===== config.mk =====
export PLATFORM = sky130hd
export DESIGN_NAME = tone_burst_gen
export DESIGN_NICKNAME = d
export VERILOG_FILES = /design/src/rtl/tone_burst_gen.sv
export SDC_FILE = /design/constraint.sdc
export NUM_CORES = 1
export LEC_CHECK = 0
export ABC_CLOCK_PERIOD_IN_PS = 1500
export BUFFER_PORTS_ARGS = -buffer_cell sky130_fd_sc_hd__buf_4
export CORE_MARGIN = 2
export CORE_UTILIZATION = 45
export CTS_CLUSTER_SIZE = 14
export DETAILED_ROUTE_END_ITERATION = 6
export PLACE_DENSITY = 0.68
export SLEW_MARGIN = 20
export SYNTH_ARGS = -nofsm -noshare
export SYNTH_HDL_FRONTEND = slang
export SYNTH_SLANG_ARGS = --single-unit

===== constraint.sdc =====
create_clock -name CLK -period 1.5 [get_ports CLK]
set_input_delay 0.15 -clock CLK [delete_from_list [all_inputs] [get_ports CLK]]
set_output_delay 0.15 -clock CLK [all_outputs]
set_load 0.1 [all_outputs]

===== src/rtl/tone_burst_gen.sv =====
`default_nettype none
// ============================================================================
// tone_burst_gen: gates a synchronous tone into a decaying burst of N periods.
// Rev 1.0
// ============================================================================
module tone_burst_gen #(
  parameter int BURST_CYCLES = 16,
  parameter int AMP_BITS     = 8,
  parameter int AMP_INIT     = 255,
  parameter int DECAY_STEP   = 16
) (
  input  logic                CLK,
  input  logic                RESET_N,
  input  logic                TONE_IN,
  input  logic                TRIGGER,
  output logic [AMP_BITS-1:0] SAMPLE_OUT,
  output logic                BUSY
);

  localparam int CYC_BITS = (BURST_CYCLES > 1) ? $clog2(BURST_CYCLES) : 1;
  localparam logic [CYC_BITS-1:0] CYC_LAST  = CYC_BITS'(BURST_CYCLES - 1);
  localparam logic [AMP_BITS-1:0] AMP_START = AMP_BITS'(AMP_INIT);
  localparam logic [AMP_BITS-1:0] AMP_STEP  = AMP_BITS'(DECAY_STEP);

  typedef enum logic [1:0] {
    IDLE = 2'd0,
    ARM  = 2'd1,
    PLAY = 2'd2
  } state_t;

  state_t              state, state_next;
  logic [AMP_BITS-1:0] amp, amp_next;
  logic [CYC_BITS-1:0] cyc, cyc_next;
  logic                tone_q, trig_q;
  logic                rise, trig;
  logic [AMP_BITS:0]   amp_diff;

  assign rise = TONE_IN & ~tone_q;
  assign trig = TRIGGER & ~trig_q;

  always_ff @(posedge CLK) begin
    if (!RESET_N) begin
      state  <= IDLE;
      amp    <= '0;
      cyc    <= '0;
      tone_q <= 1'b0;
      trig_q <= 1'b0;
    end else begin
      state  <= state_next;
      amp    <= amp_next;
      cyc    <= cyc_next;
      tone_q <= TONE_IN;
      trig_q <= TRIGGER;
    end
  end

  always_comb begin
    state_next = state;
    amp_next   = amp;
    cyc_next   = cyc;
    // Extra MSB of the difference flags underflow so the decay clamps at 0.
    amp_diff   = {1'b0, amp} - {1'b0, AMP_STEP};
    case (state)
      IDLE: begin
        if (trig) state_next = ARM;
      end
      ARM: begin
        if (rise) begin
          state_next = PLAY;
          amp_next   = AMP_START;
          cyc_next   = '0;
        end
      end
      PLAY: begin
        if (trig) begin
          state_next = ARM;
          amp_next   = AMP_START;
          cyc_next   = '0;
        end else if (rise) begin
          if (cyc == CYC_LAST) begin
            state_next = IDLE;
          end else begin
            cyc_next = cyc + 1'b1;
            amp_next = amp_diff[AMP_BITS] ? '0 : amp_diff[AMP_BITS-1:0];
          end
        end
      end
      default: state_next = IDLE;
    endcase
  end

  assign SAMPLE_OUT = (state == PLAY && tone_q) ? amp : '0;
  assign BUSY       = (state == ARM) || (state == PLAY);

endmodule
`default_nettype wire

# == Yosys cells after proc, flatten, opt, wreduce, memory -nomap -nowiden ==
# Cells that the tools add are included.
# W data, S select, Z words.
# totals
regBits,16
latchBits,0
ram_bits,0
rom_bits,0
input_bits,4
out_inout_bits,9
wordCells,43
mem_count,0
# op_classes
add_sub_neg,2
multipliers,0
div,0
magnitude_cmp,0
n_eq_ne,8
shifts,0
muxes,18
bitwise,4
reduce_logical,6
# ops
operator,n
$mux W8,6
$mux W4,4
$pmux W8 S2,1
$mux W2,5
$ne A3 B3 Y1 const B,3
$sub A8 B5 Y9 const B,1
$pmux W4 S2,1
$reduce_and A4 Y1,2
$pmux W2 S3,1
$add A4 B1 Y4 const B,1
$eq A4 B4 Y1 const B,1
$ne A2 B2 Y1 const B,2
$and A1 B1 Y1,2
$eq A2 B1 Y1 const B,1
$eq A2 B2 Y1 const B,1
$logic_not A2 Y1,1
$not A1 Y1,2
$reduce_bool A2 Y1,1
$logic_and A1 B1 Y1,1
$logic_or A1 B1 Y1,1

# == Depth between registers and ports, before layout ==
# Gate-level depths: netlist (run 1).
# depth
depth_word,6
mapped_depth,8
depth_no_buf,6

# == Worst setup path after synthesis (run 1) ==
# OpenSTA, ideal clock, no wires.
# synth_timing
kind,register -> output
startpoint,reg state[0]
endpoint,out SAMPLE_OUT[1]
arrival_time_ns,1.998
required_ns,1.350
slack_ns,-0.648
path_stages_with_launch,6
n_path_buf,2
cell_sequence,dfxtp_1 inv_1 ha_1 buf_2 and3_1 buf_4
# synth_via
elab_chain_cells,3
# synth_rtl
item,line_no,text
"start, declared",31,"state_t state, state_next;"
"start signal, assigned",49,state <= state_next;
$eq A2 B2 Y1,92,assign SAMPLE_OUT = (state == PLAY && tone_q) ? amp : '0;
$logic_and A1 B1 Y1,92,
$mux W8,92,
"end, declared",16,"output logic [AMP_BITS-1:0] SAMPLE_OUT,"
# No other way between the ends.

# == Worst setup path in the final report (run 1) ==
# layout_timing
startpoint,reg state[0]
endpoint,out SAMPLE_OUT[2]
# The elaborated chain is that of the path after synthesis.

==> results of run 1 <==
[cells in the mapped netlist (all sizes together) (3+ instances only)]
master,number
dfxtp,13
nand2,13
and3,7
ha,7
buf,6
inv,5
o21ai,5
and2,4
mux2i,4
a31o,3
clkbuf,3
nand3,3
nor2,3
[state kept, by name, summed over array words and instances, names as in the netlist]
name	count
amp	5
trig_q	1
tone_q	1
state	2
cyc	4
[cells by family after synthesis]
group / after synthesis / share of synthesized area (%)
buf+inv: 14 / 9.142
flops: 13 / 29.71
mux: 4 / 6.000
simple gates: 43 / 27.43
fa+ha+maj: 7 / 10.00
compound gates: 19 / 17.72
[power by group]
group	total [mW]	leakage (nW)	internal [mW]	switching, mW
sequential	0.510	0.108	0.430	0.0795
combinational	1.07	0.363	0.497	0.576
clock	0.228	0.0150	0.104	0.125
[critical path, delay by kind of cell, from the launching register on]
| kind | cells | cell delay [ps] |
|---|---|---|
| AND/OR/NAND/NOR | 1 | 260 |
| buffers and inverters | 2 | 260 |
| flip-flops | 1 | 360 |
| adder cells (fa/ha/maj) | 1 | 160 |
[metal layers]
metal	vias up	routed length [µm]	track usage, %
met5	-	0	0
met4	0	39	8.649
met3	5	92	7.037
met2	19	1109	37.60
met1	375	946	26.19
li1	393	-	-
[layout by cell type (no fill, tap or decap), types with 4 or more instances in the layout]
cell,count
buf_12,5
dfxtp_1,10
nand2_1,12
and3_2,4
buf_6,6
buf_4,10
[final timing paths]
check	from	endpoint	slack, ps	cells after the start
max	state[0]	SAMPLE_OUT[2]	7	4
min	TRIGGER	trig_q	70	2
max reg2reg	state[0]	cyc[1]	30	7
min reg2reg	cyc[1]	cyc[1]	490	2
[cell type report]
class / instances / area (µm²)
Fill cell: 151 / 571.8
Multi-Input combinational cell: 74 / 618.1
Tap cell: 25 / 31.28
Clock buffer: 4 / 26.28
Sequential cell: 13 / 269.0
Inverter: 5 / 23.77
Timing Repair Buffer: 21 / 242.7
[stage by stage]
| step | power, mW | hold WS, ps | setup TNS, ps |
|---|---|---|---|
| floorplan | 1.124 | 271.7 | -100.6 |
| global placement | 1.268 | 365.2 | 0 |
| detailed placement | 1.279 | 370.4 | -34.19 |
| CTS | 1.721 | 70.88 | 0 |
| global route | 1.926 | 73.28 | -277.3 |
| finish | 1.812 | 66.55 | 0 |
[repair_timing]
| item | 4_1_cts | 5_1_grt |
|---|---|---|
| setup endpoints to repair | 13 | 14 |
| pin swaps | 2 | 7 |
| resized for setup | 30 | 12 |
| gates cloned | 1 | 0 |
| buffers inserted | 2 | 2 |
==> metrics.txt, run 1 <==
vias post-DR=792; total CTS buffers=3; setup ws final=7.147 ps; worst-path cell chain=inv_4 -> ha_4 -> and3_4 -> buf_12; Final GP Congestion=0.7873; Setup Skew=8.470 ps; P per Cell Area=1496 nW/µm²; mean area per synthesized cell=8.758 µm²; Worst Path Arrival=1340 ps; largest cells by area after synthesis=dfxtp_1, ha_1, nand2_1, and3_1, mux2i_1; final hold vios=0; CTS tree=built; Pleak=0.4866 nW; Final Instance Area=1211 µm²; initial core utilization=49.12%; H-tree depth=1; pre-CTS WS=-29.15 ps; die area=2315 µm²; Routed Antenna Nets=0; Required @ worst endpoint=1350 ps; post-synth top area cell=dfxtp_1; Detailed Routing Iterations Pass 1=4; Post-synth EDFFs=0; Die W=48.12 µm; Syn. warnings=0; crit path launch type=flop; Ports=13; first-pass GRT wire length=3.401 mm; antenna violations before repair=0; Critical Path Fanout Max=6; CP max stage cell=dfxtp_4; peak supply drop=1.161 mV; ys async rst share=0%; core region area=1783 µm²; FMAX=669.9 MHz; fin nets=129; detailed placer's ending HPWL=1.320 mm; # port buffers=12; max cap viols=0; Total GRT Usage=22.24%; Max-slew headroom=80.23%; Clock Latency Late Sink=290 ps; Inserted Diodes=0; status=completed; # DRC=0; flops & latches, synth=13; largest net degree at the start of global routing=22; count of final max-slew check failures=0; Cell variety after synth=37; HP Class=in -> reg; share of cells above drive strength 1=43.59%; vias per inst=5.577; Yosys top cell area share=29.71%; slew of the pin with the lowest slew margin=290.8 ps; Syn Nets=111; drt wl/cell=15.41 µm; final setup vio count=0; Worst-path clk slew=80 ps; Core Rows=15; ys flop type=dfxtp_1; Area Overhead vs Synth=38.29%; Cells after Synth=100; Worst path max stage delay=360 ps; Critical Path End Type=primary output; crit path time final=1493 ps; root buf cell=clkbuf_4; Final Instance Count excl. Fillers=142; Sink Count=13; # hold bufs at CTS=0; DRT iter0 DRCs=34; Period Utilization, post-route=99.52%; post-synthesis sequential area ratio=29.71%; vias in the first global route=722; WS Path Type=reg -> out; Final Util=67.93%; Clock Tree Buf Depth=2; GRT overflow=0; post-placement cell area=992.2 µm²; placed cells=134; Post-Route WL=2.188 mm; RSZ-0062 raised after global routing=true; Post-Syn Area=875.8 µm²; die height=48.12 µm
No activity file was read; power rests on OpenSTA's default activity.
==> run 2: changes to the inputs <==
Settings changed: ABC_AREA set to 1.
==> run 2 against run 1 <==
Global-route usage is 2.9 points lower. Largest power group unchanged. Critical path type unchanged. Routed wire length decreased by 10%. First-iteration DRC count down 59%. Hold slack worse by 18 ps. Total power up 37%. Largest cell class unchanged. The flow now finishes with violations (setup timing).
==> metrics.txt, run 2 <==
flops & latches, synth=13 (unchanged); most frequent cells in the layout=nand2_1, inv_1, nor2_1, dfxtp_1 (was nand2_1, dfxtp_1, buf_4); HP Class=in -> reg (unchanged); WS Path Type=reg -> out (unchanged); Area Overhead vs Synth=39.22% (was 38.29%); placed cells=168 (was 134); Inserted Diodes=0 (unchanged); Required @ worst endpoint=1350 ps (about the same); share of cells above drive strength 1=32.89% (was 43.59%); post-placement cell area=1012 µm² (was 992.2 µm²); Syn Nets=144 (was 111); ys flop type=dfxtp_1 (unchanged); # DRC=0 (unchanged); total negative slack=-204.8 ps (was 0 ps); final setup vio count=4 (was 0); Cell variety after synth=19 (was 37); vias per inst=4.853 (was 5.577); status=finished with violations (was completed); drt wl/cell=11.10 µm (was 15.41 µm); Final Util=68.72% (was 67.93%); total CTS buffers=3 (unchanged); Fill cells=156 (was 151); top-count cell post-synth=nand2_1; Detailed Routing Iterations Pass 1=4 (unchanged); Final Instance Area=1212 µm² (was 1211 µm²); initial core utilization=49.36% (was 49.12%); vias in the first global route=738 (was 722); worst hold slack=48.12 ps (was 66.55 ps); post-synth top area cell=dfxtp_1 (unchanged); crit path launch type=flop (unchanged); post-synthesis sequential area ratio=29.89% (was 29.71%); max cap viols=0 (unchanged); detailed placer's ending HPWL=1.330 mm (was 1.320 mm); Critical Path End Type=primary output (unchanged); vias post-DR=859 (was 792); P per Cell Area=2053 nW/µm² (was 1496 nW/µm²); crit path time final=1552 ps (was 1493 ps); setup ws final=-51.76 ps (was 7.147 ps); Routed Antenna Nets=0 (unchanged); overall power=2.489 mW (was 1.812 mW); Post-Syn Area=870.8 µm² (was 875.8 µm²); Worst Path Arrival=1400 ps (was 1340 ps); synth cell count leaders=nand2_1, inv_1, nor2_1 (was dfxtp_1, nand2_1, and3_1, ha_1, inv_1); final hold vios=0 (unchanged); slew of the pin with the lowest slew margin=269.0 ps (was 290.8 ps); DRT iter0 DRCs=14 (was 34); GRT overflow=0 (unchanged); Yosys top cell area share=29.89% (was 29.71%); Top Registers=amp x5, cyc x4, state x2 (unchanged); Syn. warnings=0 (unchanged); pre-CTS WS=-19.75 ps (was -29.15 ps); Pleak=0.5648 nW (was 0.4866 nW); die area=2303 µm² (was 2315 µm²); mean area per synthesized cell=6.548 µm² (was 8.758 µm²); core region area=1764 µm² (was 1783 µm²); Cells after Synth=133 (was 100); Setup Skew=3.983 ps (was 8.470 ps); H-tree depth=1 (unchanged); ys async rst share=0% (unchanged); Worst-path clk slew=90 ps (was 80 ps); Final GP Congestion=0.8422 (was 0.7873); CP max stage cell=dfxtp_4 (unchanged); root buf cell=clkbuf_4 (unchanged); Period Utilization, post-route=103.5% (was 99.52%); Final Instance Count excl. Fillers=177 (was 142); die height=47.99 µm (was 48.12 µm); Clock Tree Buf Depth=2 (unchanged); Critical Path Fanout Max=5 (was 6); RSZ-0062 raised after global routing=true (unchanged); most common cell after layout, fill and taps aside=nand2_1 (unchanged); CTS tree=built (unchanged); fin nets=164 (was 129); Worst path max stage delay=360 ps (about the same); first-pass GRT wire length=3.132 mm (was 3.401 mm); largest net degree at the start of global routing=12 (was 22); Post-synth EDFFs=0 (unchanged); Ports=13 (unchanged); failing checks=setup timing; Most flops, register=amp (unchanged); max reg flops=5 (unchanged); Total GRT Usage=19.33% (was 22.24%); Core Rows=15 (unchanged); antenna violations before repair=0 (unchanged); Post-Route WL=1.965 mm (was 2.188 mm); Sink Count=13 (unchanged); worst-path cell chain=inv_4 -> ha_4 -> nand2_8 -> nor2_4 -> buf_12 (was inv_4 -> ha_4 -> and3_4 -> buf_12); count of final max-slew check failures=0 (unchanged); Clock Latency Late Sink=280 ps (was 290 ps); largest cells by area after synthesis=dfxtp_1, nand2_1, ha_1, inv_1, nor2_1 (was dfxtp_1, ha_1, nand2_1, and3_1, mux2i_1); Max-slew headroom=82.02% (was 80.23%); FMAX=644.4 MHz (was 669.9 MHz); # port buffers=12 (unchanged); peak supply drop=1.627 mV (was 1.161 mV); Die W=47.99 µm (was 48.12 µm)
run 2: changes by cell type after synthesis, moves of 5 or more:
cell     change
nand2_1     +20
inv_1       +17
a21oi_1      +7
nand2_2      +5
nand3_1      +7
and3_1       -7
nor2_1      +14
run 2: metal layers:
layer / GRT usage (%) / routed length (µm) / up-vias
li1: - / - / 449
met1: 26.80 / 914 / 395
met2: 30.93 / 991 / 13
met3: 2.264 / 51 / 2
met4: 6.486 / 6 / 0
met5: 0 / 0 / -
run 2: worst paths after layout:
check / from / endpoint / slack, ps / depth (start not counted)
setup / recovery: state[0] / SAMPLE_OUT[1] / -50 / 5
hold / removal: TONE_IN / tone_q / 50 / 3
setup reg to reg: state[0] / cyc[1] / 20 / 10
hold reg to reg: amp[2] / amp[2] / 470 / 2
run 2: area by class of cell:
class                   count  area (µm²)  area share, %
multi-input cells          93       578.1          47.68
flip-flops and latches     13       265.3          21.88
repair buffers             19       215.2          17.75
inverters                  23       96.34          7.946
well taps                  25       31.28          2.580
clock buffers               4       26.28          2.167
run 2: cell families (layout without fill, tap and decap cells):
logic type      after synthesis  after routing  synth area share, %
buf+inv                      28             46                14.65
fa+ha+maj                     7              7                10.06
simple gates                 69             70                35.06
compound gates               15             15                9.339
xor+xnor                      1              1                1.006
flops                        13             13                29.89
run 2: what timing repair did:
action	in CTS	in global routing
endpoints found under the hold margin	0	0
endpoints found under the setup margin	12	19
hold buffers	0	0
setup buffers	4	0
gates resized for setup	18	19
gates cloned	0	1
pin swaps	1	3
run 2: power breakdown:
group / leakage, nW / internal [mW] / switching (mW) / total, mW
clock network: 0.0150 / 0.103 / 0.127 / 0.230
logic: 0.442 / 0.605 / 1.14 / 1.74
registers: 0.108 / 0.446 / 0.0697 / 0.516
total: 0.565 / 1.15 / 1.34 / 2.49
run 2: critical path, delay by kind of cell (launching register included):
kind,cells,cell delay (ps)
flip-flops,1,360
buffers and inverters,2,270
AND/OR/NAND/NOR,2,320
adder cells (fa/ha/maj),1,170
